**src/rtl/uart_rx.sv**
```systemverilog
// UART receive front end: 2-flop synchronizer, start/data/parity/stop de-framing, error flags.
// Optional UART_RX_MAJORITY_VOTE_EN: 2-of-3 vote around each sample point, one cycle later.
module uart_rx #(
  parameter int SYSCLK_RATE = 100000000,
  parameter int BAUD_RATE   = 9600,
  parameter int DATA_BITS   = 8,
  parameter int PARITY_BIT  = 1,
  parameter int STOP_BITS   = 2
) (
  input  logic                 SysClk,
  input  logic                 Rst,
  input  logic                 Rx,
  input  logic                 FIFO_Full,
  output logic [DATA_BITS-1:0] Rx_Data,
  output logic                 Rx_Valid,
  output logic [2:0]           Rx_Error,
  output logic                 Rx_Busy
);

  localparam int CLKS_PER_BIT = SYSCLK_RATE / BAUD_RATE;
  localparam int HALF_BIT     = CLKS_PER_BIT / 2;
  localparam int CNT_W        = $clog2(CLKS_PER_BIT);
  localparam int IDX_W        = $clog2(DATA_BITS + 1);
`ifdef UART_RX_MAJORITY_VOTE_EN
  localparam int FIRST_TICK   = HALF_BIT;
`else
  localparam int FIRST_TICK   = HALF_BIT - 1;
`endif

  typedef enum logic [2:0] {IDLE, START, DATA, PARITY, STOP, DONE, BREAKWAIT} state_t;

  state_t               state_reg, state_next;
  logic [1:0]           sync_reg;
  logic                 rx_s, rx_prev_reg, bit_val;
  logic [CNT_W-1:0]     cnt_reg, cnt_next;
  logic [IDX_W-1:0]     idx_reg, idx_next;
  logic [DATA_BITS-1:0] shift_reg, shift_next, data_reg;
  logic                 par_reg, par_next, frm_reg, frm_next;
  logic [2:0]           err_reg;
  logic                 tick_half, tick_bit;

  assign rx_s = sync_reg[1];

`ifdef UART_RX_MAJORITY_VOTE_EN
  logic [1:0] hist_reg;
  always_ff @(posedge SysClk or negedge Rst) begin
    if (!Rst) hist_reg <= 2'b11;
    else      hist_reg <= {hist_reg[0], rx_s};
  end
  // Tick lands on sample point +1: rx_s is +1, hist[0] is 0, hist[1] is -1.
  assign bit_val = (rx_s & hist_reg[0]) | (rx_s & hist_reg[1]) | (hist_reg[0] & hist_reg[1]);
`else
  assign bit_val = rx_s;
`endif

  assign tick_half = (cnt_reg == CNT_W'(FIRST_TICK));
  assign tick_bit  = (cnt_reg == CNT_W'(CLKS_PER_BIT - 1));

  always_ff @(posedge SysClk or negedge Rst) begin
    if (!Rst) begin
      state_reg   <= IDLE;
      sync_reg    <= 2'b11;
      rx_prev_reg <= 1'b1;
      cnt_reg     <= '0;
      idx_reg     <= '0;
      shift_reg   <= '0;
      par_reg     <= 1'b0;
      frm_reg     <= 1'b0;
      data_reg    <= '0;
      err_reg     <= '0;
    end else begin
      state_reg   <= state_next;
      sync_reg    <= {sync_reg[0], Rx};
      rx_prev_reg <= rx_s;
      cnt_reg     <= cnt_next;
      idx_reg     <= idx_next;
      shift_reg   <= shift_next;
      par_reg     <= par_next;
      frm_reg     <= frm_next;
      if (state_reg == DONE) begin
        data_reg <= shift_reg;
        err_reg  <= {FIFO_Full, frm_reg, par_reg};
      end
    end
  end

  always_comb begin
    state_next = state_reg;
    cnt_next   = cnt_reg + CNT_W'(1);
    idx_next   = idx_reg;
    shift_next = shift_reg;
    par_next   = par_reg;
    frm_next   = frm_reg;
    case (state_reg)
      IDLE: begin
        cnt_next = '0;
        if (rx_prev_reg && !rx_s) begin
          state_next = START;
          idx_next   = '0;
          par_next   = 1'b0;
          frm_next   = 1'b0;
        end
      end
      START: begin
        if (tick_half) begin
          cnt_next   = '0;
          state_next = bit_val ? IDLE : DATA;
        end
      end
      DATA: begin
        if (tick_bit) begin
          cnt_next   = '0;
          shift_next = {bit_val, shift_reg[DATA_BITS-1:1]};
          if (idx_reg == IDX_W'(DATA_BITS - 1)) begin
            idx_next   = '0;
            state_next = (PARITY_BIT != 0) ? PARITY : STOP;
          end else begin
            idx_next = idx_reg + IDX_W'(1);
          end
        end
      end
      PARITY: begin
        if (tick_bit) begin
          cnt_next   = '0;
          par_next   = (^shift_reg) ^ bit_val;
          state_next = STOP;
        end
      end
      STOP: begin
        if (tick_bit) begin
          cnt_next = '0;
          if (!bit_val) frm_next = 1'b1;
          if (idx_reg == IDX_W'(STOP_BITS - 1)) state_next = DONE;
          else idx_next = idx_reg + IDX_W'(1);
        end
      end
      DONE:      state_next = frm_reg ? BREAKWAIT : IDLE;
      BREAKWAIT: if (rx_s) state_next = IDLE;
      default:   state_next = IDLE;
    endcase
  end

  // During DONE the fresh character and live FIFO_Full are presented alongside the strobe.
  assign Rx_Valid = (state_reg == DONE);
  assign Rx_Busy  = (state_reg != IDLE);
  assign Rx_Data  = Rx_Valid ? shift_reg : data_reg;
  assign Rx_Error = Rx_Valid ? {FIFO_Full, frm_reg, par_reg} : err_reg;

endmodule
```
**config.mk**
```make
export PLATFORM = sky130hd
export DESIGN_NAME = uart_rx
export DESIGN_NICKNAME = d
export VERILOG_FILES = /design/src/rtl/uart_rx.sv
export SDC_FILE = /design/constraint.sdc
export NUM_CORES = 1
export LEC_CHECK = 0
export BUFFER_PORTS_ARGS = -buffer_cell sky130_fd_sc_hd__buf_2
export CAP_MARGIN = 10
export CORE_UTILIZATION = 53
export CTS_CLUSTER_SIZE = 10
export DETAILED_ROUTE_END_ITERATION = 8
export PLACE_DENSITY = 0.74
export SLEW_MARGIN = 0
export SYNTH_ARGS = -nofsm -noshare
export SYNTH_HDL_FRONTEND = slang
export SYNTH_SLANG_ARGS = --single-unit
```
**constraint.sdc**
```tcl
create_clock -name SysClk -period 1.8 [get_ports SysClk]
set_input_delay 0.18 -clock SysClk [delete_from_list [all_inputs] [get_ports SysClk]]
set_output_delay 0.18 -clock SysClk [all_outputs]
set_load 0.01 [all_outputs]
```
==> impl_metrics.json <==
{
  "critPathKind": "reg2reg",
  "dpl.hpwl_um": 3290,
  "dp_slack_ns": -0.0833,
  "crit_path_cell_trace": "buf_4 -> or2b_2 -> o21ai_0 -> buf_4 -> a2111oi_4 -> buf_4 -> mux2i_1 -> o21ai_1",
  "max_slew_margin": 0.498,
  "design.die.area_sq_um": 4580,
  "synth_top_family_by_area": "simple AND/OR/NAND/NOR gates",
  "start_kind": "flop",
  "grt_pass1_vias": 1653,
  "cts_max_path_buffers": 2,
  "grt_overflow": 0,
  "ys.flop_type": "dfrtp_1",
  "antenna_left": 0,
  "cp.depth": 8,
  "start_util": 0.563,
  "dr_total_vias": 1734,
  "p_leak_nw": 1.41,
  "p_int_mw": 2.26,
  "crit_end": "idx_reg[3]",
  "dieWidth_um": 67.7,
  "drv_slew": 0,
  "root_buffer": "clkbuf_8",
  "ys_types": 44,
  "viasPerCell": 5.70,
  "switchingPower_mw": 1.10,
  "p_clk_frac": 0.224,
  "synthArstFlopShare": 1.00,
  "core_area_sq_um": 4060,
  "cts_made_buffers": 5,
  "worstRegToRegCells": 8,
  "critPathArrivalTime_ns": 2.07,
  "violations": "negative setup slack",
  "fin_ws_ns": -0.0991,
  "final_nets": 260,
  "crit_slowest_cell": "dfrtp_1",
  "synth-compound-area-share": 0.0685,
  "fmax_ghz": 0.527,
  "cp-startpoint": "state_reg[2]",
  "path_delay_family": "compound AO/OA/AOI/OAI gates",
  "finalSetupViolations": 25,
  "synth_xor_area_frac": 0.0767,
  "io_buffer_count": 16,
  "row_count": 23,
  "gp_congestion": 0.857,
  "synth_fa_ha_area_frac": 0.0164,
  "hold_class": "in2reg",
  "boundaryPins": 17,
  "rsz0062_at_grt": "yes",
  "drt-initial-drc-count": 201,
  "cp_max_fo": 4,
  "final_util": 0.735,
  "antenna_found_initial": 0,
  "ff2ff_setup_slack_ns": -0.1,
  "pwr-share-seq": 0.353,
  "drc": 0,
  "cp_common_cell": "buf_4",
  "total_power_mw": 3.36,
  "finalCritPeriodShare": 1.06,
  "cap_violations": 0,
  "num-fill-cells": 242,
  "drive_above_1_share": 0.417,
  "worst_hold_slack_ns": 0.139,
  "reg2reg_to": "idx_reg[3]",
  "die_y_um": 67.7,
  "grt_max_degree": 35,
  "swShare": 0.328,
  "syn_area_sq_um": 2280,
  "clkSlewWorstSetupHoldPaths_ns": 0.09,
  "synth_nets": 203,
  "diodes": 0,
  "drt-total-wl_um": 4910,
  "grt_use_total": 0.222,
  "critPathBufInv": 3,
  "wl_per_cell_um": 16.2,
  "grt_pass1_wl_um": 7380,
  "largest_reg_flops": 14,
  "yosys.area_share.simple": 0.188,
  "fin_worst_skew_ns": 0.0118,
  "worstMarginPinSlew_ns": 0.753,
  "ys_seq_area_frac": 0.495,
  "period_needed_ns": 1.90,
  "final_common_cell": "dfrtp_1",
  "ys_warn_count": 0,
  "ys_ff_latch": 45,
  "area_growth_pct": 30.6,
  "h-tree-depth": 2,
  "timing.rr.start": "state_reg[2]",
  "ir_drop_mv": 0.783,
  "cts_tree": "built",
  "status": "finished, violations left",
  "muxShareOfSynthArea": 0.125,
  "synth.avg_cell_area_sq_um": 11.7,
  "drt_first_pass_iters": 4,
  "pwr-share-comb": 0.422,
  "endpoint_kind": "flop",
  "synth_edf_count": 0,
  "syn-instance-count": 196,
  "max_stage_delay_ns": 0.40,
  "powerDensity_nw_per_um2": 1130,
  "layout_common_cells": "dfrtp_1 (41), buf_4 (32), nor2_1 (20)",
  "clock_latency_ns": 0.30,
  "required_ns": 1.97,
  "hold_violations": 0,
  "clock_sinks": 45
}
## routing by layer
metal	GRT usage	vias up	wire length [um]
li1	-	802	-
met1	0.263	872	2070
met3	0.0473	14	174
met2	0.380	46	2540
met4	0.104	0	125
met5	0	-	0
## cell usage after synthesis (3+ instances only)
| cell type | instances | share of area |
|---|---|---|
| a21oi_1 | 8 | 0.018 |
| inv_1 | 4 | 0.0066 |
| nand3_1 | 10 | 0.022 |
| dfstp_2 | 3 | 0.035 |
| nand2_1 | 10 | 0.016 |
| o21ai_0 | 4 | 0.0088 |
| and3_1 | 3 | 0.0082 |
| xnor2_1 | 12 | 0.046 |
| clkbuf_8 | 3 | 0.018 |
| ha_1 | 3 | 0.016 |
| mux2_2 | 21 | 0.10 |
| nor2b_1 | 4 | 0.011 |
| xor2_1 | 8 | 0.031 |
| or2b_2 | 3 | 0.012 |
| nor3b_1 | 3 | 0.0099 |
| nor2_1 | 20 | 0.033 |
| dfrtp_1 | 42 | 0.46 |
## worst reg2reg max path, cell delays in order, from the launching register on
cell and delay, ns:
dfrtp_1 0.40, buf_4 0.14, or2b_2 0.17, o21ai_0 0.07, buf_4 0.15, a2111oi_4 0.33, buf_4 0.20, mux2i_1 0.22
o21ai_1 0.10
## area by class of cell
class | count | area [sq um] | share of cell area
Multi-Input combinational cell | 141 | 1150 | 0.387
Sequential cell | 45 | 1130 | 0.379
Timing Repair Buffer | 56 | 510 | 0.171
Clock buffer | 6 | 72.6 | 0.0243
Tap cell | 50 | 62.6 | 0.0210
Clock inverter | 2 | 38.8 | 0.0130
Inverter | 4 | 15.0 | 0.00503
## through the flow
step,std cells,instance area [sq um],setup TNS (ns)
after floorplan,196,2300,-0.237
after global placement,287,2660,-0.0645
after detailed placement,287,2660,-0.312
after CTS,299,2880,-0.861
after global routing,304,2980,-4.68
final,304,2980,-1.46
## timing repair
action / in CTS / in global routing
setup buffers: 2 / 4
hold endpoints to repair: 30 / 0
hold buffers: 2 / 0
endpoints found under the setup margin: 25 / 39
resized for setup: 17 / 9
cloned: 0 / 1
pin swaps: 1 / 3
## worst min-delay path by stage
stage / startpoint / end / slack, ns / cells after the start
3_3_place_gp: Rst / idx_reg[0] / 0.28 / 1
6_report: FIFO_Full / err_reg[2] / 0.14 / 2
3_5_place_dp: Rst / idx_reg[0] / 0.29 / 1
4_1_cts: FIFO_Full / err_reg[2] / 0.12 / 2
5_1_grt: FIFO_Full / err_reg[2] / 0.13 / 2
2_1_floorplan: Rst / cnt_reg[0] / -0.12 / 0
## power by group through the flow
stage / combinational [mW] / clock [mW] / sequential, mW
floorplan: 0.808 / 0 / 1.21
global placement: 1.21 / 0 / 1.19
detailed placement: 1.26 / 0 / 1.20
CTS: 1.31 / 0.767 / 1.18
global route: 1.53 / 0.807 / 1.20
finish: 1.42 / 0.755 / 1.19
## kinds of logic (layout without fill, tap and decap cells)
group	Yosys count	after routing
AOI/OAI and AO/OA	22	22
xor gates and xnor gates	20	20
adders and majority gates	3	3
buffers and inverters	10	68
DFF	45	45
muxes	25	25
and+or+nand+nor	71	71
(Power assumes the default switching activity.)
